File: config.mk
export PLATFORM = sky130hd
export DESIGN_NAME = if_fetch_queue
export DESIGN_NICKNAME = d
export VERILOG_FILES = /design/src/rtl/if_fetch_queue_pkg.sv /design/src/rtl/if_fetch_queue_ptr_ctrl.sv /design/src/rtl/if_fetch_queue.sv
export SDC_FILE = /design/constraint.sdc
export NUM_CORES = 1
export LEC_CHECK = 0
export BUFFER_PORTS_ARGS = -buffer_cell sky130_fd_sc_hd__buf_2
export CAP_MARGIN = 10
export CORE_MARGIN = 2
export CORE_UTILIZATION = 45
export CTS_CLUSTER_SIZE = 30
export DETAILED_ROUTE_END_ITERATION = 7
export PLACE_DENSITY = 0.74
export SETUP_SLACK_MARGIN = 0.1
export SYNTH_ARGS = -nofsm -noshare
export SYNTH_HDL_FRONTEND = slang
export SYNTH_SLANG_ARGS = --single-unit
File: constraint.sdc
create_clock -name clk -period 3.21 [get_ports clk]
set_input_delay 0.321 -clock clk [delete_from_list [all_inputs] [get_ports clk]]
set_output_delay 0.321 -clock clk [all_outputs]
set_load 0.02 [all_outputs]
File: src/rtl/if_fetch_queue_pkg.sv
`default_nettype none
// ============================================================================
// Package     : arm_pipe_pkg
// Description : Shared types and constants for the fetch/decode boundary.
// Revision    : 1.0 - initial release
// ============================================================================
package arm_pipe_pkg;

  // Datapath width of pc4 and instruction words
  localparam int WORD_W = 32;

  // One buffered fetch result as handed from IF to ID
  typedef struct packed {
    logic [31:0] pc4;
    logic [31:0] instr;
  } fetch_entry_t;

  // Instruction word presented to ID when nothing valid is at the head
  localparam logic [31:0] NOP_INSTR = 32'h0;

  // Occupancy counter width able to represent 0..depth inclusive
  function automatic int cnt_width(input int depth);
    return $clog2(depth + 1);
  endfunction

endpackage : arm_pipe_pkg
`default_nettype wire

File: src/rtl/if_fetch_queue_ptr_ctrl.sv
`default_nettype none
// ============================================================================
// Module      : ifq_ptr_ctrl
// Description : Read/write pointers, occupancy and handshake qualification
//               for the IF->ID prefetch queue. Macro IFQ_BYPASS_EN lets an
//               entry arriving at an empty queue go straight to ID without
//               being written.
// Revision    : 1.0 - initial release
// ============================================================================
module ifq_ptr_ctrl #(
  parameter int DEPTH  = 4,
  parameter int CNT_W  = $clog2(DEPTH + 1),
  parameter int ADDR_W = $clog2(DEPTH)
) (
  input  logic              clk,
  input  logic              rst,        // asynchronous, active-low
  input  logic              i_if_valid,
  input  logic              i_id_ready,
  input  logic              i_flush,
  output logic              o_push,
  output logic              o_if_ready,
  output logic              o_id_valid, // stored head valid (count != 0)
  output logic [ADDR_W-1:0] o_wr_ptr,
  output logic [ADDR_W-1:0] o_rd_ptr,
  output logic [CNT_W-1:0]  o_count
);

  logic [ADDR_W-1:0] r_wr_ptr;
  logic [ADDR_W-1:0] r_rd_ptr;
  logic [CNT_W-1:0]  r_count;
  logic              w_empty;
  logic              w_full;
  logic              w_pop;
  logic              w_bypass;

  // Fullness and emptiness come only from registered occupancy, so if_ready
  // never depends combinationally on id_ready.
  assign w_empty = (r_count == '0);
  assign w_full  = (r_count == CNT_W'(DEPTH));

`ifdef IFQ_BYPASS_EN
  // Entry arriving at an empty queue while ID is ready is consumed directly
  assign w_bypass = w_empty & i_if_valid & i_id_ready & ~i_flush;
`else
  assign w_bypass = 1'b0;
`endif

  assign o_push = i_if_valid & ~w_full & ~i_flush & ~w_bypass;
  assign w_pop  = ~w_empty & i_id_ready & ~i_flush;

  // Pointer and occupancy update; flush wins over any push or pop
  always_ff @(posedge clk or negedge rst) begin
    if (!rst) begin
      r_wr_ptr <= '0;
      r_rd_ptr <= '0;
      r_count  <= '0;
    end else if (i_flush) begin
      r_wr_ptr <= '0;
      r_rd_ptr <= '0;
      r_count  <= '0;
    end else begin
      if (o_push) r_wr_ptr <= r_wr_ptr + ADDR_W'(1);
      if (w_pop)  r_rd_ptr <= r_rd_ptr + ADDR_W'(1);
      r_count <= r_count + CNT_W'(o_push) - CNT_W'(w_pop);
    end
  end

  assign o_if_ready = ~w_full;
  assign o_id_valid = ~w_empty;
  assign o_wr_ptr   = r_wr_ptr;
  assign o_rd_ptr   = r_rd_ptr;
  assign o_count    = r_count;

endmodule : ifq_ptr_ctrl
`default_nettype wire

File: src/rtl/if_fetch_queue.sv
`default_nettype none
// ============================================================================
// Module      : if_fetch_queue
// Description : Instruction prefetch queue between IF and ID. Buffers
//               {pc4, instr} pairs, back-pressures IF when full, flushes in
//               one cycle on a taken branch. Optional macro IFQ_BYPASS_EN
//               adds a combinational pass-through when the queue is empty.
// Revision    : 1.0 - initial release
// ============================================================================
module if_fetch_queue #(
  parameter int  DEPTH  = 4,
  parameter int  WORD_W = arm_pipe_pkg::WORD_W,
  localparam int CNT_W  = $clog2(DEPTH + 1)
) (
  input  logic              clk,
  input  logic              rst,       // asynchronous, active-low
  input  logic              if_valid,
  input  logic [WORD_W-1:0] if_pc4,
  input  logic [WORD_W-1:0] if_instr,
  output logic              if_ready,
  input  logic              flush,
  input  logic              id_ready,
  output logic              id_valid,
  output logic [WORD_W-1:0] id_pc4,
  output logic [WORD_W-1:0] id_instr,
  output logic [CNT_W-1:0]  count
);

  import arm_pipe_pkg::*;

  localparam int ADDR_W = $clog2(DEPTH);

  logic [WORD_W-1:0] r_mem_pc4   [DEPTH];
  logic [WORD_W-1:0] r_mem_instr [DEPTH];
  logic              w_push;
  logic              w_stored_valid;
  logic [ADDR_W-1:0] w_wr_ptr;
  logic [ADDR_W-1:0] w_rd_ptr;

  ifq_ptr_ctrl #(
    .DEPTH  (DEPTH),
    .CNT_W  (CNT_W),
    .ADDR_W (ADDR_W)
  ) u_ptr_ctrl (
    .clk        (clk),
    .rst        (rst),
    .i_if_valid (if_valid),
    .i_id_ready (id_ready),
    .i_flush    (flush),
    .o_push     (w_push),
    .o_if_ready (if_ready),
    .o_id_valid (w_stored_valid),
    .o_wr_ptr   (w_wr_ptr),
    .o_rd_ptr   (w_rd_ptr),
    .o_count    (count)
  );

  // Entry storage; left unreset because every read is gated by occupancy
  always_ff @(posedge clk) begin
    if (w_push) begin
      r_mem_pc4[w_wr_ptr]   <= if_pc4;
      r_mem_instr[w_wr_ptr] <= if_instr;
    end
  end

  // Head presentation to ID: stored entry first, else optional pass-through
  always_comb begin
    id_valid = 1'b0;
    id_pc4   = '0;
    id_instr = WORD_W'(NOP_INSTR);
    if (w_stored_valid) begin
      id_valid = 1'b1;
      id_pc4   = r_mem_pc4[w_rd_ptr];
      id_instr = r_mem_instr[w_rd_ptr];
    end
`ifdef IFQ_BYPASS_EN
    else if (!flush && if_valid) begin
      id_valid = 1'b1;
      id_pc4   = if_pc4;
      id_instr = if_instr;
    end
`endif
  end

endmodule : if_fetch_queue
`default_nettype wire

==> results of run 1 <==
stage by stage:
step / setup WS, ns / power [W] / hold slack [ns]
finish: 0.421 / 0.00981 / 0.0213
global route: 0.262 / 0.0102 / 0.00414
CTS: 0.342 / 0.00995 / 0.000479
detailed placement: 0.525 / 0.00694 / 0.167
global placement: 0.719 / 0.00686 / 0.157
floorplan: 0.268 / 0.00605 / 0.0254
cell families after synthesis:
group / after synthesis / synth area share
flip-flops: 263 / 0.778
AND/OR/NAND/NOR: 81 / 0.0485
multiplexers: 64 / 0.143
buffers and inverters: 29 / 0.0155
adder cells (fa/ha/maj): 7 / 0.00941
AO/OA/AOI/OAI: 6 / 0.00359
XOR/XNOR: 3 / 0.00260
timing repair:
item | CTS | global route
hold endpoints to repair | 79 | 0
hold buffers | 22 | 0
endpoints found under the setup margin | 0 | 0
registers in the layout, summed over array words and instances (netlist names):
signal,cells
r_mem_instr,128
r_mem_pc4,128
u_ptr_ctrl.o_count,3
u_ptr_ctrl.o_rd_ptr,2
u_ptr_ctrl.o_wr_ptr,2
worst max path at each step:
| stage | start | endpoint | cells after the start |
|---|---|---|---|
| 2_1_floorplan | u_ptr_ctrl.o_count[2] | r_mem_instr[0][0] | 3 |
| 3_3_place_gp | u_ptr_ctrl.o_count[2] | u_ptr_ctrl.o_count[2] | 11 |
| 3_5_place_dp | u_ptr_ctrl.o_count[2] | u_ptr_ctrl.o_count[2] | 11 |
| 4_1_cts | u_ptr_ctrl.o_count[2] | id_pc4[23] | 3 |
| 5_1_grt | u_ptr_ctrl.o_count[2] | id_pc4[23] | 3 |
| 6_report | u_ptr_ctrl.o_count[2] | id_instr[5] | 3 |
worst register-to-register path, cell delays in order, from the launching register on:
cell	delay (ns)
dfrtp_1	0.44
nor3b_1	0.20
nor3_1	0.42
inv_1	0.09
ha_1	0.30
inv_1	0.06
ha_1	0.15
inv_1	0.07
fa_1	0.41
xor2_1	0.16
and2_1	0.17
nor3_1	0.14
cells in the final DEF (no fill, tap or decap):
cell type and instances:
o311ai_0 1, o31ai_1 1, clkinvlp_4 4, nor2b_1 1, nand3_1 2, dfrtp_4 2, inv_1 7, and2_1 65
clkbuf_16 27, o21ai_0 2, buf_2 137, clkbuf_1 2, a21oi_1 2, mux4_2 64, and2_4 4, nor3b_1 1
dfrtp_1 5, edfxtp_1 256, xor2_1 3, nor3_1 2, bufinv_16 3, buf_12 7, fa_1 1, dlygate4sd3_1 22
nor2_1 5, ha_1 6, clkinv_2 5, or3_2 1, clkinv_1 6
layout make-up:
cell class              count  share of cell area
clock buffers              29              0.0558
clock inverters            18              0.0137
inverters                   7             0.00215
multi-input cells         161               0.172
flip-flops and latches    263               0.643
well taps                 280              0.0286
repair buffers            166              0.0854
routing by layer:
layer,up-vias,share of wire,global-route usage
met5,-,0.00069,0
met4,2,0.022,0.0334
met3,36,0.059,0.0383
met2,152,0.53,0.297
met1,2521,0.39,0.199
li1,2179,-,-
power breakdown:
part           total, W  internal [W]  switching [W]  leakage [nW]
clock           0.00299       0.00177        0.00122         0.407
sequential      0.00407       0.00397       0.000104          2.41
combinational   0.00275       0.00117        0.00157          1.41
==> flow_summary.yaml, run 1 <==
status:
  status: "complete, no violations"
setup_path:
  crit_type: "reg2out"
  cp_max_fo: 65
  cp-end-kind: "output pin"
  crit_slowest_cell: "or3_2"
  path_buf_inv: 1
  rr_startpoint: "u_ptr_ctrl.o_count[2]"
  rr_worst_depth: 11
  worstPathRequired_ns: 2.89
  cp_cell_sequence: "or3_2 -> and2_1 -> buf_2"
  arrival_ns: 2.47
  cp-start-kind: "flip-flop"
  reg2reg_slack_ns: 0.51
  critical-path-top-delay-family: "simple AND/OR/NAND/NOR gates"
  r2r-end: "u_ptr_ctrl.o_count[2]"
  cpPeakStageDelay_ns: 0.97
hold_path:
  hold_class: "in2reg"
  min_path_cells: 1
  min_from: "if_instr[1]"
  hold_path_end: "r_mem_instr[2][1]"
yosys:
  synth-main-ff-cell: "edfxtp_1"
  ys_seq_elements: 263
  ys.warnings.count: 0
  yosysTopAreaCell: "edfxtp_1"
  synth_area_leaders: "edfxtp_1 76%, mux4_2 14%, and2_1 4.3%, dfrtp_1 1.7%, ha_1 0.74%"
  syn-num-nets: 529
  syn_area_um2: 10100
  syn-instance-count: 453
  yosysTopAreaCellShare: 0.760
  ys_top_cells_by_count: "256 x edfxtp_1, 69 x and2_1, 64 x mux4_2"
  async_flop_share: 0.0266
  synth_edf_count: 256
  ys_seq_area_frac: 0.778
  ys_types: 21
  syn_area_per_cell_um2: 22.3
  yosys.cell_count.top_type: "edfxtp_1"
clock_tree:
  path_clk_slew_ns: 0.06
  clockBufferDepth: 3
  cts_num_sinks: 263
  cts_tree: "yes"
  cts_resized: 0
  numCtsBuffers: 27
  clock_latency_ns: 0.52
  post_cts_buffers: 0
  root_buffer: "clkbuf_16"
  h-tree-depth: 1
timing:
  setup_viol_count_final: 0
  rsz0062_at_grt: "no"
  clock-skew-final_ns: 0.0113
  max_freq_mhz: 359
  setup_tns_ns: 0
  period_needed_ns: 2.79
  slew_headroom: 0.273
  tightestPinTransition_ns: 1.09
  slew_violations: 0
  hold_viol: 0
  fin_crit_sh: 0.869
global_routing:
  grt_usage: 0.163
  grt_pass1_vias: 5308
  grt-ovfl-total: 0
  grt_pass1_wl_um: 29700
  antenna_found_initial: 1
  grt_max_degree: 66
finish:
  seq_area_um2: 7870
  syn_to_final_growth_pct: 21.1
  final_area_um2: 12200
  drive_gt1_frac: 0.394
  layout.nets: 702
  fill_cells: 1646
  multi_input_area_um2: 2100
  final_cells: 924
  n_antenna_cell: 0
  utilization: 0.558
drt:
  drcViolationCount: 0
  routedWlPerCell_um: 20.4
  via_count: 4890
  totalWireLength_um: 18900
  initialDrtViolationCount: 257
  final_antenna_net_count: 0
  viasPerCell: 5.29
  dr.pass1.iters: 4
pwr:
  powerDensity_nw_per_um2: 801
  vdd_drop_max_mv: 0.623
  p_leak_nw: 4.23
place:
  dpl.hpwl_um: 11000
  io_buffers: 137
  dpl-instance-area_um2: 11200
  dp_cells: 855
  gp_congestion: 0.716
flow_run:
  maxCapViolations: 0
die:
  die_w_um: 154
  coreArea_um2: 22000
  start_util: 0.460
  io_pins: 138
  die_h_um: 154
  die_area_um2: 23700
  placement_rows: 54
No activity file was read; power rests on OpenSTA's default activity.
==> inputs of run 2 (changes only) <==
- CTS_BUF_LIST: unset -> sky130_fd_sc_hd__clkbuf_4 sky130_fd_sc_hd__clkbuf_8 sky130_fd_sc_hd__clkbuf_16
==> flow_summary.yaml, run 2 (same netlist as run 1, synthesis figures left out) <==
die:
  coreArea_um2: 22000
  die_h_um: 154
  die_w_um: 154
  io_pins: 138
  start_util: 0.460
  die_area_um2: 23700
  placement_rows: 54
timing:
  period_needed_ns: 2.80
  rsz0062_at_grt: "no"
  max_freq_mhz: 357
  setup_ws_ns: 0.405
  tightestPinTransition_ns: 1.11
  setup_tns_ns: 0
  slew_headroom: 0.262
  setup_viol_count_final: 0
  hold_viol: 0
  clock-skew-final_ns: 0.0113
  fin_crit_sh: 0.874
  slew_violations: 0
setup_path:
  reg2reg_slack_ns: 0.51
  cp-start-kind: "flip-flop"
  path_buf_inv: 1
  critical-path-top-delay-family: "simple AND/OR/NAND/NOR gates"
  cp_max_fo: 65
  arrival_ns: 2.48
  cpPeakStageDelay_ns: 0.98
  worstPathRequired_ns: 2.89
  cp-end-kind: "output pin"
  crit_slowest_cell: "or3_2"
  crit_type: "reg2out"
  cp_cell_sequence: "or3_2 -> and2_1 -> buf_2"
pwr:
  powerDensity_nw_per_um2: 802
  vdd_drop_max_mv: 0.619
  p_leak_nw: 4.24
place:
  io_buffers: 137
  dpl.hpwl_um: 11000
  gp_congestion: 0.716
  place_ws_ns: 0.525
clock_tree:
  root_buffer: "clkbuf_16"
  clock_latency_ns: 0.52
  h-tree-depth: 1
  numCtsBuffers: 27
  post_cts_buffers: 0
  cts_tree: "yes"
  path_clk_slew_ns: 0.06
  cts_num_sinks: 263
  clockBufferDepth: 3
  cts_resized: 0
global_routing:
  grt_pass1_wl_um: 29700
  grt_max_degree: 66
  grt_usage: 0.163
  grt-ovfl-total: 0
  grt_pass1_vias: 5306
  antenna_found_initial: 1
finish:
  drive_gt1_frac: 0.398
  layout_common_cells: "256 x edfxtp_1, 137 x buf_2, 65 x and2_1, 64 x mux4_2, 27 x clkbuf_16"
  layout.nets: 702
  syn_to_final_growth_pct: 21.2
  final_common_cell: "edfxtp_1"
  fill_cells: 1645
  n_antenna_cell: 0
drt:
  via_count: 4874
  initialDrtViolationCount: 268
  final_antenna_net_count: 0
  drcViolationCount: 0
  totalWireLength_um: 18900
  dr.pass1.iters: 4
  viasPerCell: 5.27
  routedWlPerCell_um: 20.5
hold_path:
  hold_class: "in2reg"
status:
  status: "complete, no violations"
flow_run:
  maxCapViolations: 0
==> run 2: cell counts in the layout (fill, tap and decap cells not counted) <==
Identical to the previous run, type by type.
==> run 2: timing repair <==
action	4_1_cts	5_1_grt
endpoints found under the hold margin	79	0
setup endpoints to repair	0	0
hold buffers	22	0
==> run 2: layout make-up <==
cell class                      count  area, um^2  share of cell area
Clock buffer                       29         691              0.0564
Clock inverter                     18         168              0.0137
Inverter                            7        26.3             0.00214
Multi-Input combinational cell    161        2100               0.171
Sequential cell                   263        7870               0.642
Tap cell                          280         350              0.0286
Timing Repair Buffer              166        1050              0.0854
==> run 2: path summary, 6_finish.rpt <==
kind,endpoint,start,cells after the start
setup / recovery,id_instr[31],u_ptr_ctrl.o_count[2],3
hold / removal,r_mem_pc4[0][15],if_pc4[15],1
setup reg to reg,u_ptr_ctrl.o_count[2],u_ptr_ctrl.o_count[2],11
hold reg to reg,u_ptr_ctrl.o_wr_ptr[1],u_ptr_ctrl.o_wr_ptr[1],2
max in group asynchronous,u_ptr_ctrl.o_rd_ptr[0],rst,2
min in group asynchronous,u_ptr_ctrl.o_rd_ptr[1],rst,2
==> run 2: per-stage QoR <==
step	hold slack, ns	power, W	area (um^2)	util	std cells
finish	0.0224	0.00983	12300	0.558	924
floorplan	0.0254	0.00605	10100	-	453
global route	0.00507	0.0103	12300	0.558	924
CTS	0.000479	0.00997	12300	0.558	924
detailed placement	0.167	0.00694	11200	0.509	855
global placement	0.157	0.00686	11200	0.509	855
==> run 2: power by group <==
part           leakage, nW  total [W]  switching, W  internal, W
sequential            2.41    0.00407      0.000104      0.00397
combinational         1.41    0.00275       0.00158      0.00117
clock                0.414    0.00300       0.00122      0.00178
total                 4.24    0.00983       0.00290      0.00693
==> run 2: per-layer routing <==
metal / GRT usage / routed length [um] / vias to the layer above
met2: 0.296 / 9900 / 141
met1: 0.200 / 7520 / 2514
li1: - / - / 2181
met4: 0.0334 / 425 / 2
met3: 0.0383 / 1060 / 36
met5: 0 / 13 / -
==> inputs of run 3 (changes only) <==
- CELL_PAD_IN_SITES_DETAIL_PLACEMENT: unset -> 0
- CELL_PAD_IN_SITES_GLOBAL_PLACEMENT: unset -> 1
- CORE_UTILIZATION: 45 -> 50
- PLACE_DENSITY: 0.74 -> 0.89
==> flow_summary.yaml, run 3 (same netlist as run 1, synthesis figures left out) <==
setup_path:
  startpoint: "u_ptr_ctrl.o_count[2]"
  worstPathRequired_ns: 2.89
  crit_type: "reg2out"
  cp-start-kind: "flip-flop"
  rr_startpoint: "u_ptr_ctrl.o_count[2]"
  reg2reg_slack_ns: 0.50
  arrival_ns: 2.50
  cp-end-kind: "output pin"
  rr_worst_depth: 11
  crit_path_end: "id_pc4[24]"
  cp_max_fo: 65
  r2r-end: "u_ptr_ctrl.o_count[2]"
clock_tree:
  clock_latency_ns: 0.52
  path_clk_slew_ns: 0.06
  cts_tree: "yes"
  numCtsBuffers: 27
  cts_resized: 0
  cts_num_sinks: 263
  clockBufferDepth: 3
  root_buffer: "clkbuf_16"
  h-tree-depth: 1
hold_path:
  hold_class: "in2reg"
die:
  placement_rows: 52
  coreArea_um2: 20000
  die_w_um: 146
  io_pins: 138
  start_util: 0.504
  die_h_um: 146
  die_area_um2: 21400
pwr:
  vdd_drop_max_mv: 0.817
  powerDensity_nw_per_um2: 817
  p_leak_nw: 4.22
drt:
  dr.pass1.iters: 4
  via_count: 4894
  drcViolationCount: 0
  initialDrtViolationCount: 277
  totalWireLength_um: 18500
  viasPerCell: 5.43
  final_antenna_net_count: 0
  routedWlPerCell_um: 20.5
place:
  dpl.hpwl_um: 10800
  gp_congestion: 0.748
  io_buffers: 137
  dp_cells: 845
finish:
  n_antenna_cell: 0
  layout_common_cells: "256 x edfxtp_1, 137 x buf_2, 65 x and2_1, 64 x mux4_2, 27 x clkbuf_16"
  layout.nets: 691
  drive_gt1_frac: 0.407
  syn_to_final_growth_pct: 20.3
  final_cells: 902
  fill_cells: 1486
  final_common_cell: "edfxtp_1"
global_routing:
  grt_max_degree: 66
  grt_usage: 0.176
  grt-ovfl-total: 0
  grt_pass1_vias: 5436
  grt_pass1_wl_um: 29100
  antenna_found_initial: 1
timing:
  setup_tns_ns: 0
  slew_headroom: 0.263
  period_needed_ns: 2.82
  setup_viol_count_final: 0
  max_freq_mhz: 355
  rsz0062_at_grt: "no"
  clock-skew-final_ns: 0.0115
  hold_viol: 0
  tightestPinTransition_ns: 1.11
  slew_violations: 0
  fin_crit_sh: 0.877
flow_run:
  maxCapViolations: 0
status:
  status: "complete, no violations"
-- run 3: cell types whose count changed in the layout (fill, tap and decap cells not counted) --
cell / before / now
buf_4: 0 / 1
dlygate4sd3_1: 22 / 11
clkinv_1: 6 / 4
inv_6: 0 / 1
bufinv_16: 3 / 5
clkinvlp_4: 4 / 1
clkbuf_4: 2 / 3
buf_12: 7 / 6
-- run 3: per-layer routing --
| metal | up-vias | routed length [um] | part of all wire | global-route usage |
|---|---|---|---|---|
| li1 | 2146 | - | - | - |
| met4 | 2 | 283 | 0.015 | 0.0456 |
| met3 | 26 | 1150 | 0.062 | 0.0394 |
| met5 | - | 11 | 0.00059 | 0 |
| met1 | 2564 | 7580 | 0.41 | 0.225 |
| met2 | 156 | 9480 | 0.51 | 0.308 |
-- run 3: critical path, cell delays in order, from the launching register on --
cell     delay, ns
dfrtp_1       0.44
or3_2         0.94
and2_1        0.35
buf_2         0.16
-- run 3: repair_timing --
action | 4_1_cts | 5_1_grt
setup endpoints to repair | 0 | 0
hold buffers | 11 | 0
hold endpoints to repair | 43 | 0
setup buffers | 0 | 0
-- run 3: final cells by class --
type | count | area [um^2] | area share
clock inverter | 16 | 206 | 0.0170
multi-input combinational | 161 | 2100 | 0.173
timing repair buffer | 155 | 923 | 0.0759
tap | 270 | 338 | 0.0278
sequential | 263 | 7870 | 0.647
inverter | 7 | 26.3 | 0.00216
clock buffer | 30 | 698 | 0.0574
-- run 3: how the worst min path moves through the flow --
| stage | depth (start not counted) | from | end | slack (ns) |
|---|---|---|---|---|
| 2_1_floorplan | 0 | rst | u_ptr_ctrl.o_count[0] | 0.03 |
| 3_3_place_gp | 1 | rst | u_ptr_ctrl.o_wr_ptr[1] | 0.16 |
| 3_5_place_dp | 1 | rst | u_ptr_ctrl.o_wr_ptr[0] | 0.17 |
| 4_1_cts | 1 | if_instr[21] | r_mem_instr[0][21] | 0.0003 |
| 5_1_grt | 1 | if_instr[4] | r_mem_instr[1][4] | 0.004 |
| 6_report | 1 | if_pc4[14] | r_mem_pc4[3][14] | 0.02 |
-- run 3: power by group --
part	switching [W]	total, W	internal [W]
Combinational	0.00155	0.00270	0.00115
Clock	0.00122	0.00317	0.00195
Sequential	0.000103	0.00407	0.00397
Total	0.00287	0.00994	0.00707
-- run 3: through the flow --
stage | util | power, W | worst slack [ns] | cell area [um^2] | hold slack [ns]
2_1_floorplan | - | 0.00605 | 0.268 | 10100 | 0.0254
3_3_place_gp | 0.556 | 0.00682 | 0.693 | 11100 | 0.158
3_5_place_dp | 0.556 | 0.00688 | 0.476 | 11100 | 0.168
4_1_cts | 0.607 | 0.0101 | 0.374 | 12200 | 0.000296
5_1_grt | 0.607 | 0.0104 | 0.258 | 12200 | 0.00353
6_report | 0.607 | 0.00994 | 0.394 | 12200 | 0.0169
